## src/rtl/mdma_ram_arb_ctl.sv

```systemverilog
// MDMA context RAM arbiter: zero-init sweep, then round-robin A/B access
// with in-order read return and saturating ECC error counters.
module mdma_ram_arb_ctl #(
  parameter int DW     = 76,
  parameter int AW     = 8,
  parameter int RD_LAT = 2,
  parameter int CNT_W  = 16
) (
  input  logic             clk,
  input  logic             rst_n,
  input  logic [1:0]       req_vld,
  output logic [1:0]       req_rdy,
  input  logic [1:0]       req_we,
  input  logic [AW-1:0]    req_adr_a,
  input  logic [AW-1:0]    req_adr_b,
  input  logic [DW-1:0]    req_dat_a,
  input  logic [DW-1:0]    req_dat_b,
  output logic [1:0]       rsp_vld,
  output logic [DW-1:0]    rsp_dat,
  output logic             rsp_sbe,
  output logic             rsp_dbe,
  output logic             init_done,
  output logic [CNT_W-1:0] sbe_cnt,
  output logic [CNT_W-1:0] dbe_cnt,
  output logic [AW-1:0]    ram_wadr,
  output logic             ram_wen,
  output logic [DW-1:0]    ram_wdat,
  output logic             ram_ren,
  output logic [AW-1:0]    ram_radr,
  input  logic [DW-1:0]    ram_rdat,
  input  logic             ram_rsbe,
  input  logic             ram_rdbe
);

  typedef enum logic {INIT, RUN} st_t;

  st_t               st;
  logic [AW-1:0]     init_adr;
  logic              rr_ptr;
  logic [RD_LAT-1:0] pv;
  logic [RD_LAT-1:0] pid;
  logic [AW-1:0]     wadr_q;
  logic [AW-1:0]     radr_q;
  logic [DW-1:0]     wdat_q;
  logic [DW-1:0]     rdat_q;

  logic          run;
  logic          gnt_a;
  logic          gnt_b;
  logic          any;
  logic          g_we;
  logic [AW-1:0] g_adr;
  logic [DW-1:0] g_dat;
  logic          out_v;

  always_comb begin
    run   = (st == RUN);
    gnt_a = run & req_vld[0] & (~req_vld[1] | ~rr_ptr);
    gnt_b = run & req_vld[1] & (~req_vld[0] | rr_ptr);
    any   = gnt_a | gnt_b;
    g_we  = gnt_a ? req_we[0] : req_we[1];
    g_adr = gnt_a ? req_adr_a : req_adr_b;
    g_dat = gnt_a ? req_dat_a : req_dat_b;
    req_rdy = {gnt_b, gnt_a};

    // Sweep writes are masked while reset is held
    ram_wen  = (~run & rst_n) | (any & g_we);
    ram_wadr = wadr_q;
    ram_wdat = wdat_q;
    if (!run) begin
      ram_wadr = init_adr;
      ram_wdat = '0;
    end else if (any & g_we) begin
      ram_wadr = g_adr;
      ram_wdat = g_dat;
    end
    ram_ren  = any & ~g_we;
    ram_radr = ram_ren ? g_adr : radr_q;

    out_v   = pv[RD_LAT-1];
    rsp_vld = {out_v & pid[RD_LAT-1], out_v & ~pid[RD_LAT-1]};
    rsp_dat = out_v ? ram_rdat : rdat_q;
    rsp_sbe = out_v & ram_rsbe;
    rsp_dbe = out_v & ram_rdbe;
  end

  always_ff @(posedge clk or negedge rst_n) begin
    if (!rst_n) begin
      st        <= INIT;
      init_adr  <= '0;
      init_done <= 1'b0;
      rr_ptr    <= 1'b0;
      pv        <= '0;
      pid       <= '0;
      wadr_q    <= '0;
      radr_q    <= '0;
      wdat_q    <= '0;
      rdat_q    <= '0;
      sbe_cnt   <= '0;
      dbe_cnt   <= '0;
    end else begin
      unique case (st)
        INIT: begin
          init_adr <= init_adr + AW'(1);
          if (init_adr == '1) begin
            st        <= RUN;
            init_done <= 1'b1;
          end
        end
        RUN: init_done <= 1'b1;
        default: st <= INIT;
      endcase
      if (run && (&req_vld))
        rr_ptr <= ~rr_ptr;
      wadr_q <= ram_wadr;
      wdat_q <= ram_wdat;
      radr_q <= ram_radr;
      rdat_q <= rsp_dat;
      pv     <= (pv << 1) | RD_LAT'(ram_ren);
      pid    <= (pid << 1) | RD_LAT'(gnt_b);
      if (rsp_sbe && sbe_cnt != '1)
        sbe_cnt <= sbe_cnt + CNT_W'(1);
      if (rsp_dbe && dbe_cnt != '1)
        dbe_cnt <= dbe_cnt + CNT_W'(1);
    end
  end

endmodule
```

## config.mk

```make
export PLATFORM = sky130hd
export DESIGN_NAME = mdma_ram_arb_ctl
export DESIGN_NICKNAME = d
export VERILOG_FILES = /design/src/rtl/mdma_ram_arb_ctl.sv
export SDC_FILE = /design/constraint.sdc
export NUM_CORES = 1
export LEC_CHECK = 0
export ABC_AREA = 1
export CORE_AREA = 2 2 181 183
export CTS_CLUSTER_SIZE = 30
export DETAILED_ROUTE_END_ITERATION = 10
export DIE_AREA = 0 0 183 185
export PLACE_DENSITY_LB_ADDON = 0.12
export SLEW_MARGIN = 25
export SYNTH_ARGS = -nofsm -noshare
export SYNTH_HDL_FRONTEND = slang
export SYNTH_SLANG_ARGS = --single-unit
export TNS_END_PERCENT = 100
```

## constraint.sdc

```tcl
create_clock -name clk -period 2.41 [get_ports clk]
set_input_delay 0.482 -clock clk [delete_from_list [all_inputs] [get_ports clk]]
set_output_delay 0.482 -clock clk [all_outputs]
set_load 0.01 [all_outputs]
```

* Word level (Yosys, flattened, before mapping)
Index checks and enable logic that the tools add are counted.
** Cells by class
- Equal/unequal tests :: 4
- Add/subtract/negate cells :: 3
- Reductions and logical operators :: 4
- Mux-type cells :: 13
- Bitwise logic cells :: 23
** Operator list (count)
- 2-to-1 mux 76 bit :: 4
- adder 16 x 1 -> 16 bit, second input constant :: 2
- 2-to-1 mux 8 bit :: 4
- != test 16 bit, second input constant :: 2
- bitwise AND 1 bit :: 11
- adder 8 x 1 -> 8 bit, second input constant :: 1
- == test 8 bit, second input constant :: 1
- NOT 1 bit :: 6
- 2-to-1 mux 1 bit :: 4
- OR 1 bit :: 4
- OR 2 x 1 -> 2 bit :: 2
- logical AND 1 bit :: 3
- != test 2 x 1 -> 1 bit, second input constant :: 1
- case mux 1 bit (2 select lines) :: 1
- AND reduction 2 bit :: 1
** Storage, ports and cells
- Register bits after elaboration :: 215
- Input bits :: 252

* Logic depth before layout (Yosys ltp)
Gate-level depths: netlist (run 1).
- Depth in word-level cells :: 7
- Mapped depth :: 10
- Mapped depth without buffers :: 9

* Worst setup path after synthesis (run 1)
No wires, ideal clock.
- Path kind :: input to output
- Start point :: in req_vld[1]
- End point :: out ram_wdat[26]
- Required time :: 1.928 ns
- Path buffers :: 3
- Arrival :: 1.550 ns
- Stages on the path :: 8
- Slack :: 0.378 ns
- Cell sequence :: nand2_1 > buf_2 > nand3_4 > nand3_2 > buf_4 > buf_4 > nand2_1 > a21oi_1
** Between the ends
- Cells in the longest elaborated chain, start to end :: 7
** RTL lines
- from (decl) :: RTL line 11 : input logic [1:0] req_vld,
- NOT 1 bit :: RTL line 58 : gnt_a = run & req_vld[0] & (~req_vld[1] | ~rr_ptr);
- OR 1 bit :: RTL line 58
- bitwise AND 1 bit :: RTL line 58
- OR 1 bit or 2-to-1 mux 1 bit (tied branches) :: RTL line 60, 61
- bitwise AND 1 bit :: RTL line 73 : end else if (any & g_we) begin
- 2-to-1 mux 76 bit * :: RTL line 73
- 2-to-1 mux 76 bit * :: RTL line 70 : if (!run) begin
- to (decl) :: RTL line 27 : output logic [DW-1:0] ram_wdat,
Every way passes the cells marked *; elsewhere a longest branch is shown, timed or not.

* Final worst setup path (run 1)
- Start point :: reg st (netlist: run)
- End point :: out ram_wdat[2]
** Between the ends
- Cells in the longest elaborated chain, start to end :: 6
** RTL lines
- from (decl) :: RTL line 37 : st_t st;
- from (signal assigned) :: RTL line 89 : st <= INIT;
- from (signal assigned) :: RTL line 106 : st <= RUN;
- from (signal assigned) :: RTL line 111 : default: st <= INIT;
- bitwise AND 1 bit, on equally long branches (2 in series) :: RTL line 58, 59
- OR 1 bit or 2-to-1 mux 1 bit (tied branches) :: RTL line 60, 61
- bitwise AND 1 bit :: RTL line 73
- 2-to-1 mux 76 bit :: RTL line 73
- 2-to-1 mux 76 bit * :: RTL line 70
Marked as above.

==> results by group, run 1 <==
Timing
  – Worst-Margin Slew: 1000 ps
  – Hold Vio Cnt, Final: 3
  – FMAX: 369 MHz
  – Slew HR: between 30% and 40%
  – PnR worst setup slack: -297 ps
  – Max Clock Skew: 8.59 ps
  – Setup tns final: -20670 ps
  – Post-layout min period: 2710 ps
  – Pins Over Slew Limit: 0
  – Setup violations, final: 94
  – RSZ-0062 raised after global routing: yes
  – Hold slack: -15.2 ps
  – Period utilization: 112%

Setup path
  – Crit Path Category: reg2out
  – Startpoint types: register
  – Crit. End Element: output pin
  – Req. time, crit path: 1930 ps
  – CP Launch Point: run$_DFF_PN0_
  – Worst path depth: 9
  – Critical Path AT: 2220 ps
  – Critical path's top delay family: buffers and inverters
  – Crit path max fanout: 21
  – Worst path most repeated cell: nand3_1
  – Buf+Inv Stages, Crit Path: 4
  – R2R setup slack: 270 ps
  – Setup crit end: ram_wdat[2]
  – R2r startpoint: dbe_cnt[0]$_DFFE_PN0P_
  – Reg2reg path depth: 8
  – R2R Path End: dbe_cnt[8]$_DFFE_PN0P_
  – CP Cell Sequence: nand2_2, inv_4, nand3_1, nand2_4, buf_4, buf_12, nand3_1, a21oi_2, clkdlybuf4s15_2
  – Slowest cell on crit path: dfrtp_1
  – CP peak stage delay: 400 ps

Routing
  – Metal1 wirelength: roughly 18 mm
  – Wire length on met3: 3.31 mm
  – WL final: 43.1 mm
  – Pre-antenna DRT Iters: 5
  – Top Metal Used: met5
  – Drc violations: 0
  – Via/cell ratio: 4.73
  – Antenna Nets Post-Route: 0
  – Via count: 11300
  – WL/cell: 18.0 um
  – Routed wire length on met2: 20.4 mm
  – DRT iter0 DRCs: 583

Finish
  – Area grow syn2layout: 81.2%
  – Most frequent cells in the layout: 640 x nand2_1, 281 x clkdlybuf4s50_1, 214 x dfrtp_1, 123 x buf_4, 79 x nand3_1
  – Nets: 2224
  – Fillers: 2869
  – FF+latch area: around 0.0054 mm^2
  – Area of the multi-input gates: 0.00527 mm^2
  – Utilization after layout: 58.8%
  – Final instance area: 0.0188 mm^2
  – Layout cells sized above 1: 27.5%
  – Most common cell after layout, fill and taps aside: nand2_1

Pwr
  – Sw power: between 1.5 and 2 mW
  – Clock power share: between 40% and 50%
  – Pleak: 8.90 nW
  – Flop pwr share: 42.7%
  – Combinational power share: between 10% and 20%
  – PwrDens: 461 mW/mm^2
  – Power Internal: ~6.7 mW
  – Peak supply drop: 0.000551 V
  – Net Sw Frac: 22.9%

Die
  – Top Ports: 461
  – Die width: 183 um
  – Die Footprint: between 0.03 and 0.04 mm^2
  – Initial Util: 32.5%
  – Core footprint: about 0.032 mm^2
  – Die height: 185 um
  – Rows: 66

Worst hold path
  – Worst Hold Class: in2async

Outcome
  – Violated checks: negative hold slack, negative setup slack
  – Status: finished with violations

Logic synthesis
  – Leading area contributor after synthesis: dfrtp_1
  – Mapped cell area: 0.0104 mm^2
  – Yosys cell types: 29
  – Synth top area share: 51.7%
  – Synthesis Warnings: 0
  – Syn Area/Cell: 7.56 um^2
  – Yosys reg bits: 215
  – Seq/Total Area, Yosys: 51.7%
  – Gate Count Post-Synth: 1377
  – Net Count, Synth: 1632
  – Ranking of synthesized cells by area: dfrtp_1 52%, nand2_1 26%, nand3_1 5.2%

GRT
  – Largest net degree at the start of global routing: approximately 140
  – First-pass GRT wire length: 62.4 mm
  – Vias in the first global route: 11200
  – GRT Overall Usage: 23.6%
  – Initial antenna violation count: 4
  – Grt total ovfl: 0

Clock network
  – TritonCTS Buffers: 25
  – Clock sinks: roughly 220
  – CTS max path bufs: 3
  – Clock transition at path regs: ~60 ps
  – CTS root buffer: clkbuf_16
  – CTS tree: done
  – Clk_lat worst skew: 540 ps
  – H-tree levels: 1

Placement
  – DP Wirelength: around 28 mm
  – Post-placement worst setup slack: -790 ps
  – Cell Area, Placed: between 0.015 and 0.02 mm^2
  – Buffers on Ports: 460
  – Final RePlAce weighted congestion: 0.858

Flow run
  – Max_cap viols: 0
[cell usage after synthesis]
cell type / count
nand2_1: 734
dfrtp_1: 215
nand3_1: 109
a21oi_1: 78
inv_1: 50
nor2_1: 36
buf_2: 25
clkbuf_1: 22
buf_4: 19
xnor2_1: 17
buf_1: 11
xor2_1: 10
nand3b_1: 8
o21a_1: 7
o21ai_0: 7
nand4_1: 6
inv_2: 4
buf_6: 3
ha_1: 3
nor3_1: 3
o21ai_2: 2
a211oi_1: 1
a21boi_4: 1
and3_1: 1
nand2_2: 1
nand3_2: 1
nand3_4: 1
o21ai_1: 1
or2_2: 1
[state kept, by name, indices dropped and copies added (netlist names)]
name,cells
pv,2
run,1
wadr_q,8
init_done,1
dbe_cnt,16
rr_ptr,1
sbe_cnt,16
radr_q,8
wdat_q,76
rdat_q,76
pid,2
init_adr,8
[kinds of logic after synthesis]
logic type	share of synthesized area [%]
flip-flops	51.7
XOR/XNOR	2.27
adder cells (fa/ha/maj)	0.361
AO/OA/AOI/OAI	5.06
buffers and inverters	6.04
AND/OR/NAND/NOR	34.6
[area by class of cell]
type                            count  share of cell area [%]
Timing Repair Buffer              644                    34.8
Clock buffer                       38                    3.95
Tap cell                          408                    2.71
Inverter                           54                    1.26
Clock inverter                      7                   0.664
Antenna cell                        3                  0.0398
Sequential cell                   215                    28.6
Multi-Input combinational cell   1028                    28.0
Timing Repair inverter              1                  0.0863
[power groups by stage]
stage          logic (mW)  clock network [mW]  registers, mW
2_1_floorplan       0.215                   0           3.77
3_3_place_gp        0.941                   0           3.77
3_5_place_dp        0.944                   0           3.77
4_1_cts             0.939                4.14           3.71
5_1_grt              1.02                4.27           3.71
6_report            0.940                4.03           3.71
[timing repair]
action,4_1_cts,5_1_grt
resized for setup,644,199
buffers inserted,42,37
cloned,15,10
setup endpoints to repair,176,150
hold buffers,0,0
pin swaps,57,70
[routing by layer]
| metal | vias up | global-route usage (%) |
|---|---|---|
| met3 | 85 | 5.88 |
| met5 | - | 0 |
| met4 | 2 | 8.06 |
| met2 | 425 | 40.6 |
| met1 | 5327 | 28.8 |
| li1 | 5504 | - |
[stage by stage]
stage	power, mW	hold slack [ps]	cells
after floorplan	3.99	186	1377
after global placement	4.71	337	2251
after detailed placement	4.72	337	2251
after CTS	8.78	33.3	2351
after global routing	9.00	51.5	2398
final	8.68	-15.2	2398
[worst min path at each step]
stage,start,slack (ps),end,depth (start not counted)
after floorplan,rst_n,190,dbe_cnt[0]$_DFFE_PN0P_,0
after global placement,pid[0]$_DFF_PN0_,340,pid[1]$_DFF_PN0_,0
after detailed placement,pid[0]$_DFF_PN0_,340,pid[1]$_DFF_PN0_,0
after CTS,rst_n,30,wdat_q[64]$_DFF_PN0_,2
after global routing,rst_n,50,dbe_cnt[3]$_DFFE_PN0P_,2
final,rst_n,-20,dbe_cnt[3]$_DFFE_PN0P_,2
No activity file was read; power rests on OpenSTA's default activity.
==> run 2, diff against run 1 <==
- CTS_CLUSTER_SIZE: 30 -> 10
- SKIP_LAST_GASP: default -> 1
==> run 2 against run 1 <==
  * The flow still finishes with violations (negative hold slack, negative setup slack)
  * Fmax decreased by 0.81%
  * First-iteration DRC count decreased by 9.8%
  * Clock-buffer cell count decreased by 2
  * Critical endpoint is now ram_radr[3]
  * Largest cell class unchanged
  * Highest routed layer unchanged
==> results by group, run 2 (synthesis gave the netlist of run 1 again) <==
GRT
  – GRT Overall Usage: 23.8% (was 23.6%)
  – Busiest grt layer: met2 (unchanged)
  – Vias in the first global route: 11200 (about the same)
  – First-pass GRT wire length: 63.0 mm (was 62.4 mm)
  – Grt total ovfl: 0 (unchanged)
  – M2 GR Usage: 40.8% (was 40.6%)
  – Met1 Usage GRT: 29.1% (was 28.8%)
  – Largest net degree at the start of global routing: 141 (unchanged)
  – Initial antenna violation count: 4 (unchanged)
  – M3 GR Usage: 6.10% (was 5.88%)

Placement
  – Final RePlAce weighted congestion: 0.858 (unchanged)
  – Post-placement worst setup slack: -790 ps (unchanged)
  – DP Wirelength: 27.9 mm (unchanged)
  – Buffers on Ports: 460 (unchanged)

Setup path
  – Crit path max fanout: 8 (was 21)
  – Crit. End Element: output pin (unchanged)
  – Critical Path AT: 2250 ps (was 2220 ps)
  – Startpoint types: register (unchanged)
  – CP peak stage delay: 400 ps (about the same)
  – Req. time, crit path: 1930 ps (about the same)
  – CP Cell Sequence: clkinv_2, o21ai_4, buf_6, a21boi_4, buf_12, buf_16, o21a_1, buf_6 (was nand2_2, inv_4, nand3_1, nand2_4, buf_4, buf_12, nand3_1, a21oi_2, clkdlybuf4s15_2)
  – Crit Path Category: reg2out (unchanged)
  – Buf+Inv Stages, Crit Path: 5 (was 4)
  – Worst path most repeated cell: buf_6 (was nand3_1)
  – Critical path's top delay family: compound AO/OA/AOI/OAI gates (was buffers and inverters)
  – Slowest cell on crit path: dfrtp_1 (unchanged)

Routing
  – Pre-antenna DRT Iters: 7 (was 5)
  – Antenna Nets Post-Route: 0 (unchanged)
  – Drc violations: 0 (unchanged)
  – WL/cell: 18.4 um (was 18.0 um)
  – DRT iter0 DRCs: 526 (was 583)
  – Via/cell ratio: 4.78 (was 4.73)
  – Via count: 11500 (was 11300)
  – WL final: 44.3 mm (was 43.1 mm)

Clock network
  – Clock sinks: 215 (unchanged)
  – CTS tree: done (unchanged)
  – CTS root buffer: clkbuf_16 (unchanged)
  – Clock transition at path regs: 60 ps (about the same)
  – H-tree levels: 1 (unchanged)
  – Clk_lat worst skew: 530 ps (was 540 ps)
  – Hold-fix buffer count after cts: 0 (unchanged)
  – CTS max path bufs: 3 (unchanged)
  – TritonCTS Buffers: 26 (was 25)

Die
  – Initial Util: 32.5% (unchanged)
  – Die width: 183 um (unchanged)
  – Rows: 66 (unchanged)
  – Top Ports: 461 (unchanged)
  – Core footprint: 0.0320 mm^2 (unchanged)
  – Die height: 185 um (unchanged)
  – Die Footprint: 0.0339 mm^2 (unchanged)

Timing
  – Setup violations, final: 94 (unchanged)
  – FMAX: 366 MHz (was 369 MHz)
  – Post-layout min period: 2730 ps (was 2710 ps)
  – Max Clock Skew: 7.25 ps (was 8.59 ps)
  – Period utilization: 113% (was 112%)
  – Hold Vio Cnt, Final: 5 (was 3)
  – Worst-Margin Slew: 1000 ps (about the same)
  – Hold slack: -32.9 ps (was -15.2 ps)
  – RSZ-0062 raised after global routing: yes (unchanged)
  – Slew HR: 33.1% (about the same)
  – PnR worst setup slack: -319 ps (was -297 ps)
  – Pins Over Slew Limit: 0 (unchanged)

Worst hold path
  – Worst Hold Class: in2async (unchanged)

Finish
  – Area grow syn2layout: 85.8% (was 81.2%)
  – Layout cells sized above 1: 28.9% (was 27.5%)
  – Largest regs: rdat_q x76, wdat_q x76 (unchanged)
  – Nets: 2237 (was 2224)
  – Most common cell after layout, fill and taps aside: nand2_1 (unchanged)
  – Most frequent cells in the layout: 609 x nand2_1, 281 x clkdlybuf4s50_1, 214 x dfrtp_1, 127 x buf_4, 82 x dlymetal6s2s_1 (was 640 x nand2_1, 281 x clkdlybuf4s50_1, 214 x dfrtp_1, 123 x buf_4, 79 x nand3_1)

Flow run
  – Max_cap viols: 0 (unchanged)

Outcome
  – Violated checks: negative hold slack, negative setup slack (unchanged)
  – Status: finished with violations (unchanged)

Pwr
  – Pleak: 9.23 nW (was 8.90 nW)
  – PwrDens: 426 mW/mm^2 (was 461 mW/mm^2)
  – Peak supply drop: 0.000529 V (was 0.000551 V)
==> run 2: repair_timing <==
item | in CTS | in global routing
pin swaps | 41 | 98
endpoints found under the setup margin | 175 | 176
resized for setup | 540 | 332
setup buffers | 38 | 50
cloned | 16 | 14
==> run 2: final timing paths <==
check / from / end / slack, ps / depth (start not counted)
worst min register to register: pid[0]$_DFF_PN0_ / pid[1]$_DFF_PN0_ / 350 / 0
max in group asynchronous: rst_n / wdat_q[68]$_DFF_PN0_ / 1470 / 3
worst max register to register: dbe_cnt[0]$_DFFE_PN0P_ / dbe_cnt[11]$_DFFE_PN0P_ / 230 / 8
worst min-delay path: rst_n / dbe_cnt[3]$_DFFE_PN0P_ / -30 / 2
worst max-delay path: run$_DFF_PN0_ / ram_radr[3] / -320 / 8
min in group clk: pid[0]$_DFF_PN0_ / pid[1]$_DFF_PN0_ / 350 / 0
==> run 2: area by class of cell <==
class / instances / area [um^2]
fillers: 2814 / 12700
clock inverters: 2 / 21.3
diodes: 3 / 7.51
repair buffers: 655 / 6900
repair inverters: 2 / 46.3
inverters: 54 / 238
clock buffers: 36 / 718
well taps: 408 / 510
multi-input cells: 1028 / 5500
flip-flops and latches: 215 / 5380
==> run 2: metrics by stage <==
stage               std cells  area [um^2]  utilization, %  total power [mW]  setup TNS (ps)
finish                   2403        19300            60.3              8.23          -22830
global route             2403        19300            60.3              8.56          -32820
CTS                      2342        17600            55.1              8.33          -36610
detailed placement       2251        16000            50.0              4.72          -64580
global placement         2251        16000            50.0              4.71          -62430
floorplan                1377        10400               -              3.99               0
==> run 2: power by group <==
group	total (mW)	internal [mW]	switching (mW)
combinational	0.980	0.583	0.397
clock	3.54	2.04	1.50
sequential	3.71	3.69	0.0210
==> run 2: worst register-to-register path: stages, from the launching register on <==
cell and delay [ps]:
dfrtp_1 430, ha_1 270, nand3_1 170, inv_1 60, nand2_1 100, nor2_1 90
a21oi_1 780, nand2_1 130, nand2_1 100
==> run 2: layer usage <==
layer  wire length [um]  up-vias
met5                 13        -
met4               1520        2
met3               3060       75
met2              21300      430
met1              18400     5467
li1                   -     5519
==> run 3, diff against run 2 <==
- ABC_CLOCK_PERIOD_IN_PS: default -> 2410
- PLACE_DENSITY: default -> 0.65
- PLACE_DENSITY_LB_ADDON: 0.12 -> default
==> run 3 against run 2 <==
  * The flow finishes with violations (negative setup slack)
  * Combinational power is 1% lower
  * Fmax is 2.5% lower
  * Via count is 0.24% lower
  * Critical path depth is 2 higher
  * Utilization is 2.1 points lower
  * Power is 0.21% lower
  * Global-route usage is 0.17 points higher
  * Sequential share of layout area is 1.0 points higher
  * Clock-buffer cell count is 1 higher
  * Sequential power hardly changed
  * Cell area is 3.5% lower
  * Die area stayed put
  * Critical endpoint is now ram_wdat[33]
  * Largest cell class unchanged
==> results by group, run 3 (synthesis gave the netlist of run 1 again) <==
Routing
  – DRT iter0 DRCs: 647 (was 526)
  – Drc violations: 0 (unchanged)
  – Via count: 11500 (about the same)
  – WL/cell: 18.8 um (was 18.4 um)
  – Via/cell ratio: 4.85 (was 4.78)
  – Pre-antenna DRT Iters: 5 (was 7)
  – WL final: 44.5 mm (was 44.3 mm)
  – Antenna Nets Post-Route: 0 (unchanged)

Setup path
  – Slowest cell on crit path: dfrtp_2 (was dfrtp_1)
  – Crit Path Category: reg2out (unchanged)
  – Req. time, crit path: 1930 ps (about the same)
  – Startpoint types: register (unchanged)
  – R2R setup slack: 260 ps (was 230 ps)
  – CP Cell Sequence: nand2_4, buf_6, o21ai_4, buf_12, nand3_4, buf_8, clkbuf_16, nand2_1, a21oi_2, buf_4 (was clkinv_2, o21ai_4, buf_6, a21boi_4, buf_12, buf_16, o21a_1, buf_6)
  – Reg2reg path depth: 8 (unchanged)
  – CP peak stage delay: 470 ps (was 400 ps)
  – Critical Path AT: 2320 ps (was 2250 ps)
  – R2R Path End: dbe_cnt[15]$_DFFE_PN0P_ (was dbe_cnt[11]$_DFFE_PN0P_)
  – Crit. End Element: output pin (unchanged)
  – Buf+Inv Stages, Crit Path: 5 (unchanged)
  – Crit path max fanout: 7 (was 8)
  – R2r startpoint: dbe_cnt[0]$_DFFE_PN0P_ (unchanged)
  – CP Launch Point: run$_DFF_PN0_ (unchanged)
  – Critical path's top delay family: buffers and inverters (was compound AO/OA/AOI/OAI gates)

Timing
  – Pins Over Slew Limit: 0 (unchanged)
  – Hold Vio Cnt, Final: 0 (was 5)
  – Setup violations, final: 94 (unchanged)
  – FMAX: 357 MHz (was 366 MHz)
  – PnR worst setup slack: -390 ps (was -319 ps)
  – Hold slack: 355 ps (was -32.9 ps)
  – Period utilization: 116% (was 113%)
  – Post-layout min period: 2800 ps (was 2730 ps)
  – Max Clock Skew: 7.93 ps (was 7.25 ps)
  – RSZ-0062 raised after global routing: yes (unchanged)
  – Setup tns final: -30560 ps (was -22830 ps)
  – Worst-Margin Slew: 978 ps (was 1000 ps)
  – Slew HR: 34.8% (was 33.1%)

Worst hold path
  – Hold Startpoint: pv[0]$_DFF_PN0_
  – Min-Delay Path Depth: 0
  – Hold Path Sink: pv[1]$_DFF_PN0_
  – Worst Hold Class: reg2reg (was in2async)

Finish
  – Final instance area: 0.0187 mm^2 (was 0.0193 mm^2)
  – Fillers: 2801 (was 2814)
  – Nets: 2201 (was 2237)
  – FF+latch area: 0.00538 mm^2 (about the same)
  – Layout cells sized above 1: 24.0% (was 28.9%)
  – Utilization after layout: 58.2% (was 60.3%)
  – Area grow syn2layout: 79.3% (was 85.8%)
  – Most common cell after layout, fill and taps aside: nand2_1 (unchanged)
  – Largest regs: rdat_q x76, wdat_q x76 (unchanged)
  – Most frequent cells in the layout: 672 x nand2_1, 281 x clkdlybuf4s50_1, 213 x dfrtp_1, 93 x nand3_1, 88 x buf_4 (was 609 x nand2_1, 281 x clkdlybuf4s50_1, 214 x dfrtp_1, 127 x buf_4, 82 x dlymetal6s2s_1)
  – Cell Count, Final, Fillers Out: 2365 (was 2403)
  – Area of the multi-input gates: 0.00521 mm^2 (was 0.00550 mm^2)

GRT
  – Initial antenna violation count: 1 (was 4)
  – GRT Overall Usage: 24.0% (was 23.8%)
  – Vias in the first global route: 11400 (was 11200)
  – First-pass GRT wire length: 63.3 mm (was 63.0 mm)
  – Grt total ovfl: 0 (unchanged)
  – Largest net degree at the start of global routing: 156 (was 141)

Pwr
  – Total power: 8.22 mW (was 8.23 mW)
  – Peak supply drop: 0.000435 V (was 0.000529 V)
  – PwrDens: 440 mW/mm^2 (was 426 mW/mm^2)
  – Pleak: 8.64 nW (was 9.23 nW)

Placement
  – DP Wirelength: 27.0 mm (was 27.9 mm)
  – Cell Area, Placed: 0.0158 mm^2 (was 0.0160 mm^2)
  – Dpl cells: 2229 (was 2251)
  – Buffers on Ports: 460 (unchanged)
  – Final RePlAce weighted congestion: 0.858 (about the same)
  – Post-placement worst setup slack: -723 ps (was -790 ps)

Clock network
  – H-tree levels: 1 (unchanged)
  – CTS max path bufs: 3 (unchanged)
  – CTS root buffer: clkbuf_16 (unchanged)
  – Clock transition at path regs: 60 ps (about the same)
  – Clk_lat worst skew: 520 ps (was 530 ps)
  – CTS tree: done (unchanged)
  – TritonCTS Buffers: 26 (unchanged)
  – Clock sinks: 215 (unchanged)

Die
  – Top Ports: 461 (unchanged)
  – Die width: 183 um (unchanged)
  – Die Footprint: 0.0339 mm^2 (unchanged)
  – Rows: 66 (unchanged)
  – Initial Util: 32.5% (unchanged)
  – Die height: 185 um (unchanged)
  – Core footprint: 0.0320 mm^2 (unchanged)

Outcome
  – Status: finished with violations (unchanged)
  – Violated checks: negative setup slack (was negative hold slack, negative setup slack)

Flow run
  – Max_cap viols: 0 (unchanged)
==> run 3: changes by cell type in the layout (fill, tap and decap cells not counted), sizes merged <==
cell,change
clkdlybuf4s15,+28
diode,-2
dlygate4sd2,+49
dlymetal6s2s,-78
clkbuf,+19
inv,+3
clkinv,-6
bufbuf,+7
dlygate4sd3,+1
buf,-59
==> run 3: worst max-delay path by stage <==
stage / end / slack [ps] / depth (start not counted)
after global routing: ram_wdat[47] / -470 / 9
after detailed placement: ram_wdat[49] / -720 / 10
after CTS: ram_wadr[0] / -360 / 11
after floorplan: ram_wdat[26] / 380 / 8
final: ram_wdat[33] / -390 / 10
after global placement: ram_wdat[11] / -690 / 11
==> run 3: worst register-to-register path, cell delays in order, from the launching register on <==
cell     delay [ps]
dfrtp_1         420
ha_1            260
nand3_1         160
inv_1            60
nand2_1         110
nor2_1           80
a21oi_1         760
nand2_1         130
nand2_1          90
==> run 3: final cells by class <==
cell class	instances	share of cell area, %
Antenna cell	1	0.0134
Clock buffer	37	3.93
Clock inverter	1	0.0268
Inverter	54	1.18
Multi-Input combinational cell	1028	27.9
Sequential cell	215	28.8
Tap cell	408	2.74
Timing Repair Buffer	621	35.3
==> run 3: routing by layer <==
metal  wire [um]  global-route usage (%)
met1       17300                    28.3
met5           0                       0
met4        1720                    9.47
met2       21700                    42.0
met3        3680                    5.88
==> run 3: timing repair <==
| item | in CTS | in global routing |
|---|---|---|
| pin swaps | 22 | 63 |
| hold buffers | 0 | 1 |
| cloned | 19 | 13 |
| endpoints found under the hold margin | 0 | 42 |
| endpoints found under the setup margin | 175 | 143 |
| gates resized for setup | 570 | 215 |
| setup buffers | 31 | 35 |
==> run 3: where the power goes <==
part	switching, mW	total (mW)	internal, mW
registers	0.0214	3.71	3.69
clock network	1.47	3.54	2.07
logic	0.399	0.970	0.572
total	1.89	8.22	6.33
